===== config.mk =====
export PLATFORM = sky130hd
export DESIGN_NAME = serial_result_receiver_flat
export DESIGN_NICKNAME = d
export VERILOG_FILES = /design/src/rtl/serial_result_receiver_if.sv /design/src/rtl/serial_result_receiver.sv /design/src/flat_wrapper.sv
export SDC_FILE = /design/constraint.sdc
export NUM_CORES = 1
export LEC_CHECK = 0
export ABC_CLOCK_PERIOD_IN_PS = 1810
export CORE_MARGIN = 4
export CORE_UTILIZATION = 35
export CTS_CLUSTER_SIZE = 25
export DETAILED_ROUTE_END_ITERATION = 10
export HOLD_SLACK_MARGIN = 0.12
export SYNTH_ARGS = -nofsm -noshare
export SYNTH_HDL_FRONTEND = slang
export SYNTH_SLANG_ARGS = --single-unit

===== constraint.sdc =====
create_clock -name Clk -period 1.81 [get_ports Clk]
set_input_delay 0.4525 -clock Clk [delete_from_list [all_inputs] [get_ports Clk]]
set_output_delay 0.4525 -clock Clk [all_outputs]
set_load 0.005 [all_outputs]

===== src/rtl/serial_result_receiver_if.sv =====
// serial_result_receiver_if: serial result link, consumer handshake and decoded outputs.
// Optional RX_FRAME_COUNT_EN adds the GoodCount/ErrCount statistics signals.
`default_nettype none

interface serial_result_receiver_if;
    logic        DataOut;
    logic        DOutValid;
    logic        ClkTx;
    logic        RxAck;
    logic [31:0] RxWord;
    logic [7:0]  RxA;
    logic [7:0]  RxB;
    logic [7:0]  RxResult;
    logic [3:0]  RxFlag;
    logic [3:0]  RxSel;
    logic        RxValid;
    logic        FrameErr;
    logic        Overrun;
    logic        RxBusy;
`ifdef RX_FRAME_COUNT_EN
    logic [15:0] GoodCount;
    logic [15:0] ErrCount;
`endif

    // Transmitter plus consumer side.
    modport master (
        output DataOut, DOutValid, ClkTx, RxAck,
        input  RxWord, RxA, RxB, RxResult, RxFlag, RxSel,
        input  RxValid, FrameErr, Overrun, RxBusy
`ifdef RX_FRAME_COUNT_EN
        , input GoodCount, ErrCount
`endif
    );

    // Receiver side.
    modport slave (
        input  DataOut, DOutValid, ClkTx, RxAck,
        output RxWord, RxA, RxB, RxResult, RxFlag, RxSel,
        output RxValid, FrameErr, Overrun, RxBusy
`ifdef RX_FRAME_COUNT_EN
        , output GoodCount, ErrCount
`endif
    );
endinterface

`default_nettype wire


===== src/rtl/serial_result_receiver.sv =====
// serial_result_receiver: synchronises the serial result link, shifts in 32-bit words MSB first
// and delivers them over a valid/ack handshake. Optional macro RX_FRAME_COUNT_EN adds frame counters.
`default_nettype none

module serial_result_receiver #(
    parameter int SYNC_STAGES    = 2,
    parameter int TIMEOUT_CYCLES = 1024
) (
    input wire                       Clk,
    input wire                       Reset,
    serial_result_receiver_if.slave  link
);
    localparam int TW = $clog2(TIMEOUT_CYCLES) + 1;
    localparam logic [TW-1:0] TMO_LAST = TW'(TIMEOUT_CYCLES - 1);

    typedef enum logic [1:0] {
        IDLE = 2'd0,
        RECV = 2'd1,
        DONE = 2'd2
    } state_t;

    state_t                 state_q;
    logic [SYNC_STAGES-1:0] dat_sync_q;
    logic [SYNC_STAGES-1:0] vld_sync_q;
    logic [SYNC_STAGES-1:0] ctx_sync_q;
    logic                   ctx_prev_q;
    logic [5:0]             cnt_q;
    logic [TW-1:0]          tmo_q;
    logic [31:0]            shift_q;
    logic [31:0]            rx_word_q;
    logic [7:0]             rx_a_q;
    logic [7:0]             rx_b_q;
    logic [7:0]             rx_res_q;
    logic [3:0]             rx_flag_q;
    logic [3:0]             rx_sel_q;
    logic                   rx_valid_q;
    logic                   frame_err_q;
    logic                   overrun_q;
    logic                   busy_q;

    logic                   dat_s;
    logic                   vld_s;
    logic                   edge_s;
    logic [31:0]            shift_d;
    logic                   load_d;
    logic                   abort_d;

    assign dat_s   = dat_sync_q[SYNC_STAGES-1];
    assign vld_s   = vld_sync_q[SYNC_STAGES-1];
    assign edge_s  = ctx_sync_q[SYNC_STAGES-1] & ~ctx_prev_q;
    assign shift_d = {shift_q[30:0], dat_s};
    assign load_d  = (state_q == DONE) && (!rx_valid_q || link.RxAck);
    // A frame dies when the qualifier drops, or when the bit clock stalls too long.
    assign abort_d = (state_q == RECV) && (!vld_s || (!edge_s && (tmo_q == TMO_LAST)));

    always_ff @(posedge Clk or negedge Reset) begin
        if (!Reset) begin
            state_q     <= IDLE;
            dat_sync_q  <= '0;
            vld_sync_q  <= '0;
            ctx_sync_q  <= '0;
            ctx_prev_q  <= 1'b0;
            cnt_q       <= '0;
            tmo_q       <= '0;
            shift_q     <= '0;
            rx_word_q   <= '0;
            rx_a_q      <= '0;
            rx_b_q      <= '0;
            rx_res_q    <= '0;
            rx_flag_q   <= '0;
            rx_sel_q    <= '0;
            rx_valid_q  <= 1'b0;
            frame_err_q <= 1'b0;
            overrun_q   <= 1'b0;
            busy_q      <= 1'b0;
        end else begin
            dat_sync_q  <= {dat_sync_q[SYNC_STAGES-2:0], link.DataOut};
            vld_sync_q  <= {vld_sync_q[SYNC_STAGES-2:0], link.DOutValid};
            ctx_sync_q  <= {ctx_sync_q[SYNC_STAGES-2:0], link.ClkTx};
            ctx_prev_q  <= ctx_sync_q[SYNC_STAGES-1];
            frame_err_q <= abort_d;

            // A load in DONE below overrides this clear.
            if (link.RxAck && rx_valid_q) begin
                rx_valid_q <= 1'b0;
                overrun_q  <= 1'b0;
            end

            case (state_q)
                IDLE: begin
                    if (vld_s) begin
                        state_q <= RECV;
                        busy_q  <= 1'b1;
                        tmo_q   <= '0;
                        if (edge_s) begin
                            shift_q <= shift_d;
                            cnt_q   <= 6'd1;
                        end else begin
                            cnt_q   <= '0;
                        end
                    end
                end
                RECV: begin
                    if (abort_d) begin
                        state_q <= IDLE;
                        busy_q  <= 1'b0;
                    end else if (edge_s) begin
                        shift_q <= shift_d;
                        cnt_q   <= cnt_q + 6'd1;
                        tmo_q   <= '0;
                        if (cnt_q == 6'd31) begin
                            state_q <= DONE;
                            busy_q  <= 1'b0;
                        end
                    end else begin
                        tmo_q <= tmo_q + 1'b1;
                    end
                end
                DONE: begin
                    if (load_d) begin
                        rx_word_q  <= shift_q;
                        rx_a_q     <= shift_q[31:24];
                        rx_b_q     <= shift_q[23:16];
                        rx_res_q   <= shift_q[15:8];
                        rx_flag_q  <= shift_q[7:4];
                        rx_sel_q   <= shift_q[3:0];
                        rx_valid_q <= 1'b1;
                    end else begin
                        overrun_q  <= 1'b1;
                    end
                    cnt_q <= '0;
                    tmo_q <= '0;
                    if (vld_s) begin
                        state_q <= RECV;
                        busy_q  <= 1'b1;
                    end else begin
                        state_q <= IDLE;
                        busy_q  <= 1'b0;
                    end
                end
                default: begin
                    state_q <= IDLE;
                    busy_q  <= 1'b0;
                end
            endcase
        end
    end

`ifdef RX_FRAME_COUNT_EN
    logic [15:0] good_cnt_q;
    logic [15:0] err_cnt_q;

    always_ff @(posedge Clk or negedge Reset) begin
        if (!Reset) begin
            good_cnt_q <= '0;
            err_cnt_q  <= '0;
        end else begin
            if (load_d)  good_cnt_q <= good_cnt_q + 16'd1;
            if (abort_d) err_cnt_q  <= err_cnt_q + 16'd1;
        end
    end

    assign link.GoodCount = good_cnt_q;
    assign link.ErrCount  = err_cnt_q;
`endif

    assign link.RxWord   = rx_word_q;
    assign link.RxA      = rx_a_q;
    assign link.RxB      = rx_b_q;
    assign link.RxResult = rx_res_q;
    assign link.RxFlag   = rx_flag_q;
    assign link.RxSel    = rx_sel_q;
    assign link.RxValid  = rx_valid_q;
    assign link.FrameErr = frame_err_q;
    assign link.Overrun  = overrun_q;
    assign link.RxBusy   = busy_q;
endmodule

`default_nettype wire


===== src/flat_wrapper.sv =====
// flat-port wrapper written by rule: the top's interface ports become plain ports
module serial_result_receiver_flat 
#(
    parameter int SYNC_STAGES    = 2,
    parameter int TIMEOUT_CYCLES = 1024
)
  (Clk, Reset, link_DataOut, link_DOutValid, link_ClkTx, link_RxAck, link_RxWord, link_RxA, link_RxB, link_RxResult, link_RxFlag, link_RxSel, link_RxValid, link_FrameErr, link_Overrun, link_RxBusy);
  serial_result_receiver_if link_i ();
  input wire Clk;
  input wire Reset;
  input wire logic [$bits(link_i.DataOut)-1:0] link_DataOut;
  input wire logic [$bits(link_i.DOutValid)-1:0] link_DOutValid;
  input wire logic [$bits(link_i.ClkTx)-1:0] link_ClkTx;
  input wire logic [$bits(link_i.RxAck)-1:0] link_RxAck;
  output wire logic [$bits(link_i.RxWord)-1:0] link_RxWord;
  output wire logic [$bits(link_i.RxA)-1:0] link_RxA;
  output wire logic [$bits(link_i.RxB)-1:0] link_RxB;
  output wire logic [$bits(link_i.RxResult)-1:0] link_RxResult;
  output wire logic [$bits(link_i.RxFlag)-1:0] link_RxFlag;
  output wire logic [$bits(link_i.RxSel)-1:0] link_RxSel;
  output wire logic [$bits(link_i.RxValid)-1:0] link_RxValid;
  output wire logic [$bits(link_i.FrameErr)-1:0] link_FrameErr;
  output wire logic [$bits(link_i.Overrun)-1:0] link_Overrun;
  output wire logic [$bits(link_i.RxBusy)-1:0] link_RxBusy;
  assign link_i.DataOut = link_DataOut;
  assign link_i.DOutValid = link_DOutValid;
  assign link_i.ClkTx = link_ClkTx;
  assign link_i.RxAck = link_RxAck;
  assign link_RxWord = link_i.RxWord;
  assign link_RxA = link_i.RxA;
  assign link_RxB = link_i.RxB;
  assign link_RxResult = link_i.RxResult;
  assign link_RxFlag = link_i.RxFlag;
  assign link_RxSel = link_i.RxSel;
  assign link_RxValid = link_i.RxValid;
  assign link_FrameErr = link_i.FrameErr;
  assign link_Overrun = link_i.Overrun;
  assign link_RxBusy = link_i.RxBusy;
  serial_result_receiver #(.SYNC_STAGES(SYNC_STAGES), .TIMEOUT_CYCLES(TIMEOUT_CYCLES)) u_core (.Clk(Clk), .Reset(Reset), .link(link_i));
endmodule

==> run_results.csv, run 1 <==
group,metric,value,unit
global_routing,global_route.usage.total,11.6,%
hold_path,worst_hold_startpoint,"u_core.ctx_sync_q[0]$_DFF_PN0_",
placement,place.detailed.instances,511,
flow_run,max-cap-violations,0,
detailed_routing,detailroute.via_count,2568,
synthesis,synthCells,315,
hold_path,worst_hold_path.endpoint,"u_core.ctx_sync_q[1]$_DFF_PN0_",
setup_path,critical_path.max_stage_delay,0.49,ns
power,power-per-cell-area,986,nW/µm²
sta,post-route-period-util,98.2,%
power,power.leakage,2.52,nW
power,vdd_drop_max,0.000581,V
setup_path,r2r-end,"u_core.cnt_q[5]$_DFFE_PN0P_",
placement,detailedPlace.worstSlack,-0.0453,ns
synthesis,syn_avg_cell_area,13.2,µm²
clocking,cts.path.max_buffers,2,
placement,placed_area,4970,µm²
synthesis,postSynth.topFlopCell,"sky130_fd_sc_hd__dfrtp_1",
detailed_routing,wl_per_cell,14.8,µm
detailed_routing,drtPass1Iterations,4,
sta,clock.fmax,563,MHz
final_layout,filler_cell_count,1020,
sta,relSlewSlack,72.3,%
placement,detailedPlacementHpwl,5150,µm
placement,globalplace.congestion,0.769,
setup_path,critical_path.endpoint_type,"register",
synthesis,ys_seq_area_share,56.6,%
power,switchingPower,0.00139,W
sta,final.hold.worst_slack,0.347,ns
final_layout,final_layout_size_suffix_gt1_share,31.7,%
power,internal-power,0.00400,W
clocking,cts-buffers-inserted,9,
setup_path,worstSetupStartpointType,"register",
synthesis,yosysWarnings,0,
synthesis,postSynthRegisterBits,94,
setup_path,worst_r2r_path_depth,6,
detailed_routing,avgViaCountPerCell,4.84,
hold_path,hold_path.class,"reg2reg",
sta,layout_setup_ws,0.0331,ns
floorplan,die_w,117,µm
synthesis,netlist_area,4160,µm²
sta,clock_skew,0.0110,ns
final_layout,final_net_count,396,
sta,timing.final.hold_violations,0,
sta,grt_setup_unrepaired,"true",
synthesis,synth_edf_count,0,
setup_path,worst_ep_arrival_time,2.04,ns
global_routing,grt.overflow.total,0,
global_routing,first_pass_grt_wire_length,12600,µm
final_layout,post-route-cell-area,5470,µm²
clocking,htree_num_levels,3,
setup_path,critical_path.cell_chain,"buf_4, ha_1, buf_4, o21bai_4, or4_1, nand3_1",
power,p_clk_share,37.6,%
synthesis,ys_async_sr_fraction,100,%
global_routing,antenna_found_initial,0,
global_routing,grt_max_degree,35,
final_layout,insertedDiodeCount,0,
clocking,cts_tree,"yes",
hold_path,worst_hold_path.num_cells,0,
synthesis,synth_cell_types,45,
final_layout,mostFrequentLayoutCell,"sky130_fd_sc_hd__dfrtp_1",
detailed_routing,drt.antenna.violating_nets,0,
floorplan,core_outline_area,11500,µm²
sta,tightest_slew,0.415,ns
clocking,clkLatencyLatePin,0.33,ns
setup_path,r2r_slack,0.03,ns
setup_path,timing.critical_path.fanout_max,3,
floorplan,design.die.area,13700,µm²
detailed_routing,routed_wirelength,7840,µm
sta,final_max_slew_viol_count,0,
outcome,run_status,"finished, final reports clean",
floorplan,start_util,36.1,%
final_layout,number_of_non_filler_instances_in_the_completed_layout,531,
placement,portBuffers,73,
power,seqPwrFrac,43.9,%
detailed_routing,drt_iter0_drc,118,
setup_path,cp_common_cell,"sky130_fd_sc_hd__buf_4",
clocking,clock-root-buffer,"sky130_fd_sc_hd__clkbuf_16",
setup_path,r2r_start,"u_core.state_q[0]$_DFFE_PN0P_",
detailed_routing,detail_route.drc_violations,0,
sta,setup_total_negative_slack,0,ns
clocking,cts.sink_count,94,
sta,final-setup-viol-count,0,
clocking,clk_transition_reported_paths,0.06,ns
final_layout,synthToLayoutAreaGrowth,31.4,%
power,comb_power_share,18.5,%
synthesis,synth.net_count,328,
setup_path,crit_type,"reg2reg",
setup_path,critical_path.slowest_cell,"sky130_fd_sc_hd__or4_1",
final_layout,most-common-layout-cells,"sky130_fd_sc_hd__dfrtp_1 (94), sky130_fd_sc_hd__clkdlybuf4s50_1 (72), sky130_fd_sc_hd__mux2_2 (55), sky130_fd_sc_hd__buf_4 (18), sky130_fd_sc_hd__nand2_1 (13)",
floorplan,ioPinCount,74,
global_routing,grt_pass1_vias,2611,
power,p_sw_share,25.8,%
floorplan,row_count,39,
sta,final.min_clock_period,1.78,ns
setup_path,required,2.08,ns
floorplan,fp.dieH,117,µm
through the flow:
step | power [W] | utilization (%)
after floorplan | 0.00289 | -
after global routing | 0.00564 | 47.5
after CTS | 0.00535 | 46.4
final | 0.00539 | 47.5
after detailed placement | 0.00326 | 43.2
after global placement | 0.00325 | 43.2
cells by family after synthesis:
family / Yosys count / synth area share, %
flops: 94 / 56.6
mux: 64 / 17.3
simple gates: 60 / 8.43
compound gates: 45 / 7.67
buf+inv: 45 / 7.88
fa+ha+maj: 7 / 2.11
worst max path at each step:
stage	end	slack [ns]	cells after the start	from
after floorplan	u_core.tmo_q[8]$_DFFE_PN0P_	0.01	8	u_core.state_q[1]$_DFFE_PN0P_
after global placement	u_core.link.RxA[6]$_DFFE_PN0P_	-0.03	5	link_RxAck
after detailed placement	u_core.link.RxResult[6]$_DFFE_PN0P_	-0.05	5	link_RxAck
after CTS	u_core.tmo_q[8]$_DFFE_PN0P_	-0.0007	5	u_core.state_q[0]$_DFFE_PN0P_
after global routing	u_core.state_q[0]$_DFFE_PN0P_	-0.02	6	u_core.tmo_q[1]$_DFFE_PN0P_
final	u_core.cnt_q[5]$_DFFE_PN0P_	0.03	6	u_core.state_q[0]$_DFFE_PN0P_
repair_timing:
action                     4_1_cts  5_1_grt
hold buffers                     1        0
hold endpoints to repair        28        0
setup endpoints to repair       25       43
cloned                           1        2
gates resized for setup          4       22
pin swaps                        1        5
setup buffers                    2        1
state kept, by name, summed over array words and instances, names as in the netlist:
register,cells
u_core.dat_sync_q,2
u_core.link.Overrun,1
u_core.link.RxSel,3
u_core.ctx_sync_q,2
u_core.link.RxWord,4
u_core.cnt_q,6
u_core.ctx_prev_q,1
u_core.link.RxB,7
u_core.link.RxA,8
u_core.vld_sync_q,2
u_core.link.RxValid,1
u_core.link.RxFlag,3
u_core.tmo_q,11
u_core.state_q,2
u_core.shift_q,32
u_core.link.RxResult,7
u_core.link.RxBusy,1
u_core.link.FrameErr,1
routing by layer:
metal,vias up,routed length [µm],part of all wire [%],global-route usage (%)
met2,57,3710,47,18.6
li1,1217,-,-,-
met1,1285,3720,47,15.7
met3,9,289,3.7,2.01
met4,0,115,1.5,4.59
met5,-,0,0,0
cells in the mapped netlist (2+ instances only):
| library cell | count | area (µm²) |
|---|---|---|
| sky130_fd_sc_hd__a21oi_1 | 5 | 25.0 |
| sky130_fd_sc_hd__ha_1 | 7 | 87.6 |
| sky130_fd_sc_hd__buf_4 | 36 | 270 |
| sky130_fd_sc_hd__mux2_1 | 4 | 45.0 |
| sky130_fd_sc_hd__o21ai_0 | 6 | 30.0 |
| sky130_fd_sc_hd__dfrtp_1 | 94 | 2350 |
| sky130_fd_sc_hd__nor4b_1 | 2 | 17.5 |
| sky130_fd_sc_hd__o21ai_1 | 11 | 55.1 |
| sky130_fd_sc_hd__a31oi_1 | 4 | 25.0 |
| sky130_fd_sc_hd__o31ai_1 | 5 | 37.5 |
| sky130_fd_sc_hd__nor2_1 | 11 | 41.3 |
| sky130_fd_sc_hd__nand2_1 | 13 | 48.8 |
| sky130_fd_sc_hd__nand3_1 | 9 | 45.0 |
| sky130_fd_sc_hd__buf_2 | 4 | 20.0 |
| sky130_fd_sc_hd__inv_1 | 3 | 11.3 |
| sky130_fd_sc_hd__and3_1 | 4 | 25.0 |
| sky130_fd_sc_hd__mux2_2 | 60 | 676 |
| sky130_fd_sc_hd__a22o_1 | 3 | 26.3 |
| sky130_fd_sc_hd__nand2b_1 | 7 | 43.8 |
| sky130_fd_sc_hd__or4_1 | 2 | 15.0 |
cell type report:
| type | count | area [µm²] | share of cell area, % |
|---|---|---|---|
| flip-flops and latches | 94 | 2350 | 43.0 |
| multi-input cells | 176 | 1570 | 28.6 |
| repair buffers | 99 | 1040 | 19.0 |
| clock buffers | 10 | 229 | 4.19 |
| well taps | 143 | 179 | 3.27 |
| clock inverters | 6 | 92.6 | 1.69 |
| inverters | 3 | 11.3 | 0.206 |
critical path: cells and delay by family, from the launching register on:
kind            cells  cell delay [ns]
flops               1             0.43
simple gates        2             0.59
buf+inv             2             0.30
fa+ha+maj           1             0.21
compound gates      1             0.17
power by group through the flow:
stage          Sequential (W)  Clock (W)  Combinational, W
3_3_place_gp          0.00239          0          0.000856
3_5_place_dp          0.00240          0          0.000869
5_1_grt               0.00239    0.00216           0.00110
2_1_floorplan         0.00237          0          0.000515
4_1_cts               0.00236    0.00209          0.000904
6_report              0.00237    0.00203          0.000997
(Power assumes the default switching activity.)
==> run 2: changes to the inputs <==
--- a/config.mk
+++ b/config.mk
@@ -11,6 +11,8 @@
 export CTS_CLUSTER_SIZE = 25
 export DETAILED_ROUTE_END_ITERATION = 10
 export HOLD_SLACK_MARGIN = 0.12
+export PLACE_DENSITY = 0.58
+export SLEW_MARGIN = 5
 export SYNTH_ARGS = -nofsm -noshare
 export SYNTH_HDL_FRONTEND = slang
 export SYNTH_SLANG_ARGS = --single-unit
==> run 2 against run 1 <==
Against the previous run:
- combinational power rose by 14%
- register-to-register slack improved by 0.03 ns
- flip-flop and latch count did not move
- utilization rose by 0.29 points
- largest cell class unchanged
- largest power group unchanged
==> run_results.csv, run 2 (synthesized netlist as in run 1, its figures left out) <==
group,metric,value,unit
outcome,run_status,"finished, final reports clean",
placement,placed_area,4980,µm²
placement,detailedPlace.worstSlack,-0.0654,ns
clocking,clock-root-buffer,"sky130_fd_sc_hd__clkbuf_16",
setup_path,worst_r2r_path_depth,7,
placement,place.detailed.instances,513,
power,vdd_drop_max,0.000524,V
sta,final-setup-viol-count,0,
setup_path,required,2.08,ns
final_layout,number_of_non_filler_instances_in_the_completed_layout,538,
placement,globalplace.congestion,0.770,
setup_path,critical_path.endpoint_type,"register",
final_layout,synthToLayoutAreaGrowth,32.3,%
floorplan,die_w,117,µm
detailed_routing,wl_per_cell,14.7,µm
hold_path,hold_path.class,"in2async",
final_layout,final_layout_size_suffix_gt1_share,34.7,%
power,comb_power_share,20.8,%
floorplan,row_count,39,
clocking,cts.sink_count,94,
detailed_routing,drtPass1Iterations,4,
flow_run,max-cap-violations,0,
sta,layout_setup_ws,0.0618,ns
global_routing,first_pass_grt_wire_length,13200,µm
floorplan,ioPinCount,74,
clocking,cts-buffers-inserted,9,
clocking,clkLatencyLatePin,0.34,ns
power,seqPwrFrac,43.3,%
global_routing,grt.overflow.total,0,
global_routing,antenna_found_initial,0,
clocking,cts.path.max_buffers,2,
clocking,cts_tree,"yes",
final_layout,mostFrequentLayoutCell,"sky130_fd_sc_hd__dfrtp_1",
final_layout,post-route-cell-area,5500,µm²
final_layout,regMostFlops,"u_core.shift_q",
sta,tightest_slew,0.481,ns
floorplan,core_outline_area,11500,µm²
detailed_routing,drt.antenna.violating_nets,0,
sta,setup_total_negative_slack,0,ns
sta,timing.final.hold_violations,0,
detailed_routing,routed_wirelength,7900,µm
setup_path,worst_ep_arrival_time,2.02,ns
sta,grt_setup_unrepaired,"true",
power,internal-power,0.00399,W
sta,post-route-period-util,96.6,%
detailed_routing,detail_route.drc_violations,0,
floorplan,fp.dieH,117,µm
global_routing,grt_pass1_vias,2642,
sta,relSlewSlack,67.9,%
sta,final.min_clock_period,1.75,ns
sta,clock_skew,0.0102,ns
power,switchingPower,0.00148,W
placement,detailedPlacementHpwl,5110,µm
placement,portBuffers,73,
clocking,clk_transition_reported_paths,0.07,ns
floorplan,start_util,36.1,%
setup_path,r2r_start,"u_core.state_q[0]$_DFFE_PN0P_",
final_layout,final_net_count,403,
detailed_routing,drt_iter0_drc,119,
sta,clock.fmax,572,MHz
detailed_routing,detailroute.via_count,2649,
clocking,cts.hold.buffers_added,0,
power,total_power,0.00547,W
setup_path,timing.critical_path.fanout_max,6,
floorplan,design.die.area,13700,µm²
power,p_clk_share,35.9,%
sta,final_max_slew_viol_count,0,
setup_path,crit_type,"reg2reg",
clocking,htree_num_levels,3,
final_layout,largest_register_ffs,32,
global_routing,global_route.usage.total,12.2,%
setup_path,r2r-end,"u_core.cnt_q[4]$_DFFE_PN0P_",
power,power.leakage,2.55,nW
detailed_routing,avgViaCountPerCell,4.92,
power,power-per-cell-area,995,nW/µm²
power,p_sw_share,27.1,%
setup_path,r2r_slack,0.06,ns
setup_path,worstSetupStartpointType,"register",
global_routing,grt_max_degree,95,
final_layout,insertedDiodeCount,0,
final_layout,most-common-layout-cells,"sky130_fd_sc_hd__dfrtp_1 (92), sky130_fd_sc_hd__clkdlybuf4s50_1 (72), sky130_fd_sc_hd__mux2_2 (59), sky130_fd_sc_hd__buf_4 (25), sky130_fd_sc_hd__nand2_1 (12)",
==> run 2: changes by cell type in the layout (fill, tap and decap cells not counted), sizes merged <==
cell,before,now
clkbuf,12,9
buf,24,34
bufinv,2,1
clkinvlp,1,0
inv,5,7
clkinv,1,2
dlygate4sd3,1,0
==> run 2: power by group through the flow <==
stage	clock network (W)	registers [W]	logic [W]
2_1_floorplan	0	0.00237	0.000515
3_5_place_dp	0	0.00240	0.000921
4_1_cts	0.00203	0.00236	0.00101
5_1_grt	0.00213	0.00240	0.00126
3_3_place_gp	0	0.00240	0.000903
6_report	0.00196	0.00237	0.00114
==> run 2: worst max path at each step <==
stage / startpoint / end / slack [ns] / depth (start not counted)
after floorplan: u_core.state_q[1]$_DFFE_PN0P_ / u_core.tmo_q[8]$_DFFE_PN0P_ / 0.01 / 8
after global placement: link_RxAck / u_core.link.RxA[0]$_DFFE_PN0P_ / -0.03 / 5
after detailed placement: link_RxAck / u_core.link.RxWord[23]$_DFFE_PN0P_ / -0.07 / 5
after CTS: u_core.state_q[1]$_DFFE_PN0P_ / u_core.cnt_q[5]$_DFFE_PN0P_ / 0.001 / 8
after global routing: u_core.cnt_q[0]$_DFFE_PN0P_ / u_core.state_q[0]$_DFFE_PN0P_ / -0.07 / 6
final: u_core.state_q[0]$_DFFE_PN0P_ / u_core.cnt_q[4]$_DFFE_PN0P_ / 0.06 / 7
==> run 2: metrics by stage <==
step           utilization [%]  hold WS (ns)
2_1_floorplan                -         0.157
3_3_place_gp              43.3         0.333
3_5_place_dp              43.3         0.336
4_1_cts                   46.8         0.189
5_1_grt                   47.8         0.213
6_report                  47.8         0.165
==> run 2: per-layer routing <==
metal	vias to the layer above	GRT usage (%)	part of all wire, %
met1	1336	16.6	47
met4	0	4.13	1.1
met5	-	0	0
li1	1245	-	-
met3	8	2.37	4.1
met2	60	19.6	48
==> run 2: layout make-up <==
type,instances,area (µm²)
Fill cell,1067,6020
Sequential cell,94,2350
Multi-Input combinational cell,176,1560
Timing Repair Buffer,106,1080
Clock buffer,9,225
Tap cell,143,179
Clock inverter,7,87.6
Inverter,3,11.3
==> run 2: what timing repair did <==
item | in CTS | in global routing
gates cloned | 2 | 0
pin swaps | 2 | 13
buffers inserted | 2 | 6
resized for setup | 9 | 16
setup endpoints to repair | 40 | 44
==> run 2: worst max-delay path: stages, from the launching register on <==
cell	delay (ns)
sky130_fd_sc_hd__dfrtp_2	0.44
sky130_fd_sc_hd__ha_4	0.19
sky130_fd_sc_hd__buf_6	0.13
sky130_fd_sc_hd__buf_12	0.13
sky130_fd_sc_hd__a21boi_4	0.17
sky130_fd_sc_hd__o21bai_4	0.09
sky130_fd_sc_hd__or4_1	0.47
sky130_fd_sc_hd__nand2_1	0.07
==> run 3: changes to the inputs <==
--- a/config.mk
+++ b/config.mk
@@ -8,6 +8,7 @@
 export ABC_CLOCK_PERIOD_IN_PS = 1810
 export CORE_MARGIN = 4
 export CORE_UTILIZATION = 35
+export CTS_BUF_LIST = sky130_fd_sc_hd__clkbuf_8
 export CTS_CLUSTER_SIZE = 25
 export DETAILED_ROUTE_END_ITERATION = 10
 export HOLD_SLACK_MARGIN = 0.12
==> run 3 against run 2 <==
Against the previous run:
- sequential power about the same
- final area decreased by 2.6%
- clock power decreased by 24%
- first-iteration DRC count increased by 6.7%
- worst hold slack got worse by 0.064 ns
- sequential share of layout area increased by 1.1 points
- via count about the same
- die area unchanged
- clock skew increased by 0.0056 ns
- largest power group unchanged
==> run_results.csv, run 3 (synthesized netlist as in run 1, its figures left out) <==
group,metric,value,unit
sta,relSlewSlack,66.8,%
floorplan,ioPinCount,74,
clocking,clkLatencyLatePin,0.37,ns
floorplan,die_w,117,µm
floorplan,fp.dieH,117,µm
setup_path,timing.critical_path.fanout_max,8,
outcome,run_status,"finished, final reports clean",
detailed_routing,wl_per_cell,14.7,µm
flow_run,max-cap-violations,0,
sta,final_max_slew_viol_count,0,
detailed_routing,drt_iter0_drc,127,
final_layout,area.sequential,2350,µm²
clocking,cts.sink_count,94,
sta,final.min_clock_period,1.80,ns
sta,final.hold.worst_slack,0.101,ns
clocking,clock-root-buffer,"sky130_fd_sc_hd__clkbuf_8",
placement,globalplace.congestion,0.770,
global_routing,antenna_found_initial,0,
sta,clock_skew,0.0158,ns
floorplan,row_count,39,
setup_path,critical_path.cell_chain,"inv_2, ha_2, nor2_2, buf_4, nor3b_4, buf_6, clkbuf_16, mux2_2",
setup_path,beginning_of_the_critical_path,"u_core.state_q[1]$_DFFE_PN0P_",
clocking,clk_transition_reported_paths,0.10,ns
sta,timing.final.hold_violations,0,
detailed_routing,drtPass1Iterations,4,
detailed_routing,avgViaCountPerCell,4.95,
detailed_routing,drt.antenna.violating_nets,0,
power,power.leakage,2.59,nW
setup_path,required,2.06,ns
global_routing,grt_pass1_vias,2613,
final_layout,filler_cell_count,1083,
setup_path,cp.buffers_inverters,4,
sta,post-route-period-util,99.6,%
setup_path,crit_type,"reg2reg",
setup_path,critical_path.endpoint_type,"register",
setup_path,worst_ep_arrival_time,2.05,ns
setup_path,r2r_start,"u_core.state_q[1]$_DFFE_PN0P_",
clocking,cts-buffers-inserted,9,
global_routing,grt_max_degree,95,
power,vdd_drop_max,0.000412,V
final_layout,final_net_count,400,
placement,detailedPlacementHpwl,5110,µm
final_layout,synthToLayoutAreaGrowth,28.8,%
final_layout,mostFrequentLayoutCell,"sky130_fd_sc_hd__dfrtp_1",
clocking,cts.path.max_buffers,2,
sta,tightest_slew,0.497,ns
detailed_routing,detail_route.drc_violations,0,
sta,grt_setup_unrepaired,"true",
power,power-per-cell-area,907,nW/µm²
detailed_routing,routed_wirelength,7880,µm
floorplan,core_outline_area,11500,µm²
final_layout,insertedDiodeCount,0,
global_routing,first_pass_grt_wire_length,12600,µm
setup_path,worstSetupStartpointType,"register",
setup_path,critical_path.slowest_cell,"sky130_fd_sc_hd__dfrtp_1",
final_layout,regMostFlops,"u_core.shift_q",
hold_path,hold_path.class,"in2async",
setup_path,cp_top_family,"buffers and inverters",
final_layout,final_layout_size_suffix_gt1_share,33.2,%
placement,portBuffers,73,
detailed_routing,detailroute.via_count,2648,
floorplan,start_util,36.1,%
final_layout,multi_input_area,1540,µm²
clocking,cts_tree,"yes",
sta,clock.fmax,555,MHz
final_layout,largest_register_ffs,32,
sta,final-setup-viol-count,0,
setup_path,critical_path.max_stage_delay,0.40,ns
final_layout,most-common-layout-cells,"sky130_fd_sc_hd__dfrtp_1 (94), sky130_fd_sc_hd__clkdlybuf4s50_1 (66), sky130_fd_sc_hd__mux2_2 (60), sky130_fd_sc_hd__buf_4 (22), sky130_fd_sc_hd__nand2_1 (13)",
global_routing,grt.overflow.total,0,
floorplan,design.die.area,13700,µm²
global_routing,global_route.usage.total,11.7,%
power,total_power,0.00486,W
clocking,htree_num_levels,3,
[run 3: changes by cell type in the layout (fill, tap and decap cells not counted), sizes merged]
cell,change
dlygate4sd2,+1
buf,-5
dlymetal6s2s,+5
clkbuf,+2
clkdlybuf4s50,-6
[run 3: worst paths after layout]
check / slack [ns] / end / cells past startpoint
max: 0.008 / u_core.shift_q[7]$_DFFE_PN0P_ / 8
min: 0.10 / u_core.shift_q[15]$_DFFE_PN0P_ / 2
max reg2reg: 0.008 / u_core.shift_q[7]$_DFFE_PN0P_ / 8
min reg2reg: 0.35 / u_core.ctx_sync_q[1]$_DFF_PN0_ / 0
max in group asynchronous: 1.30 / u_core.shift_q[8]$_DFFE_PN0P_ / 2
min in group Clk: 0.35 / u_core.ctx_sync_q[1]$_DFF_PN0_ / 0
[run 3: worst reg2reg max path, delay by kind of cell, from the launching register on]
kind,cells,cell delay [ns]
mux,1,0.33
simple gates,2,0.22
buf+inv,4,0.55
fa+ha+maj,1,0.20
flops,1,0.40
[run 3: final cells by class]
class	instances	share of cell area, %
Timing Repair Buffer	103	19.9
Inverter	3	0.210
Clock inverter	7	1.64
Sequential cell	94	43.9
Tap cell	143	3.34
Clock buffer	9	2.31
Multi-Input combinational cell	176	28.7
[run 3: through the flow]
step / util [%] / setup WS [ns] / TNS, ns / instances / cell area, µm²
after CTS: 45.3 / -0.0246 / -0.185 / 530 / 5210
after global placement: 43.3 / -0.0324 / -0.952 / 513 / 4980
after global routing: 46.5 / -0.0591 / -1.25 / 535 / 5360
final: 46.5 / 0.00773 / 0 / 535 / 5360
after floorplan: - / 0.0144 / 0 / 315 / 4160
after detailed placement: 43.3 / -0.0654 / -2.15 / 513 / 4980
[run 3: power by group]
| part | switching, W | total (W) | internal [W] | leakage [nW] |
|---|---|---|---|---|
| Combinational | 0.000476 | 0.00101 | 0.000538 | 1.20 |
| Clock | 0.000809 | 0.00148 | 0.000673 | 0.108 |
| Sequential | 0.000109 | 0.00236 | 0.00225 | 1.28 |
[run 3: timing repair]
action / in CTS / in global routing
buffers inserted: 1 / 2
pin swaps: 0 / 4
resized for setup: 5 / 18
setup endpoints to repair: 43 / 52
hold buffers: 0 / 0
gates cloned: 0 / 3
[run 3: per-layer routing]
layer / part of all wire, % / global-route usage (%) / vias up / wire [µm]
met5: 0 / 0 / - / 0
met1: 47 / 15.5 / 1332 / 3700
li1: - / - / 1228 / -
met2: 46 / 18.5 / 75 / 3650
met4: 1.8 / 5.20 / 0 / 142
met3: 4.9 / 2.42 / 13 / 388
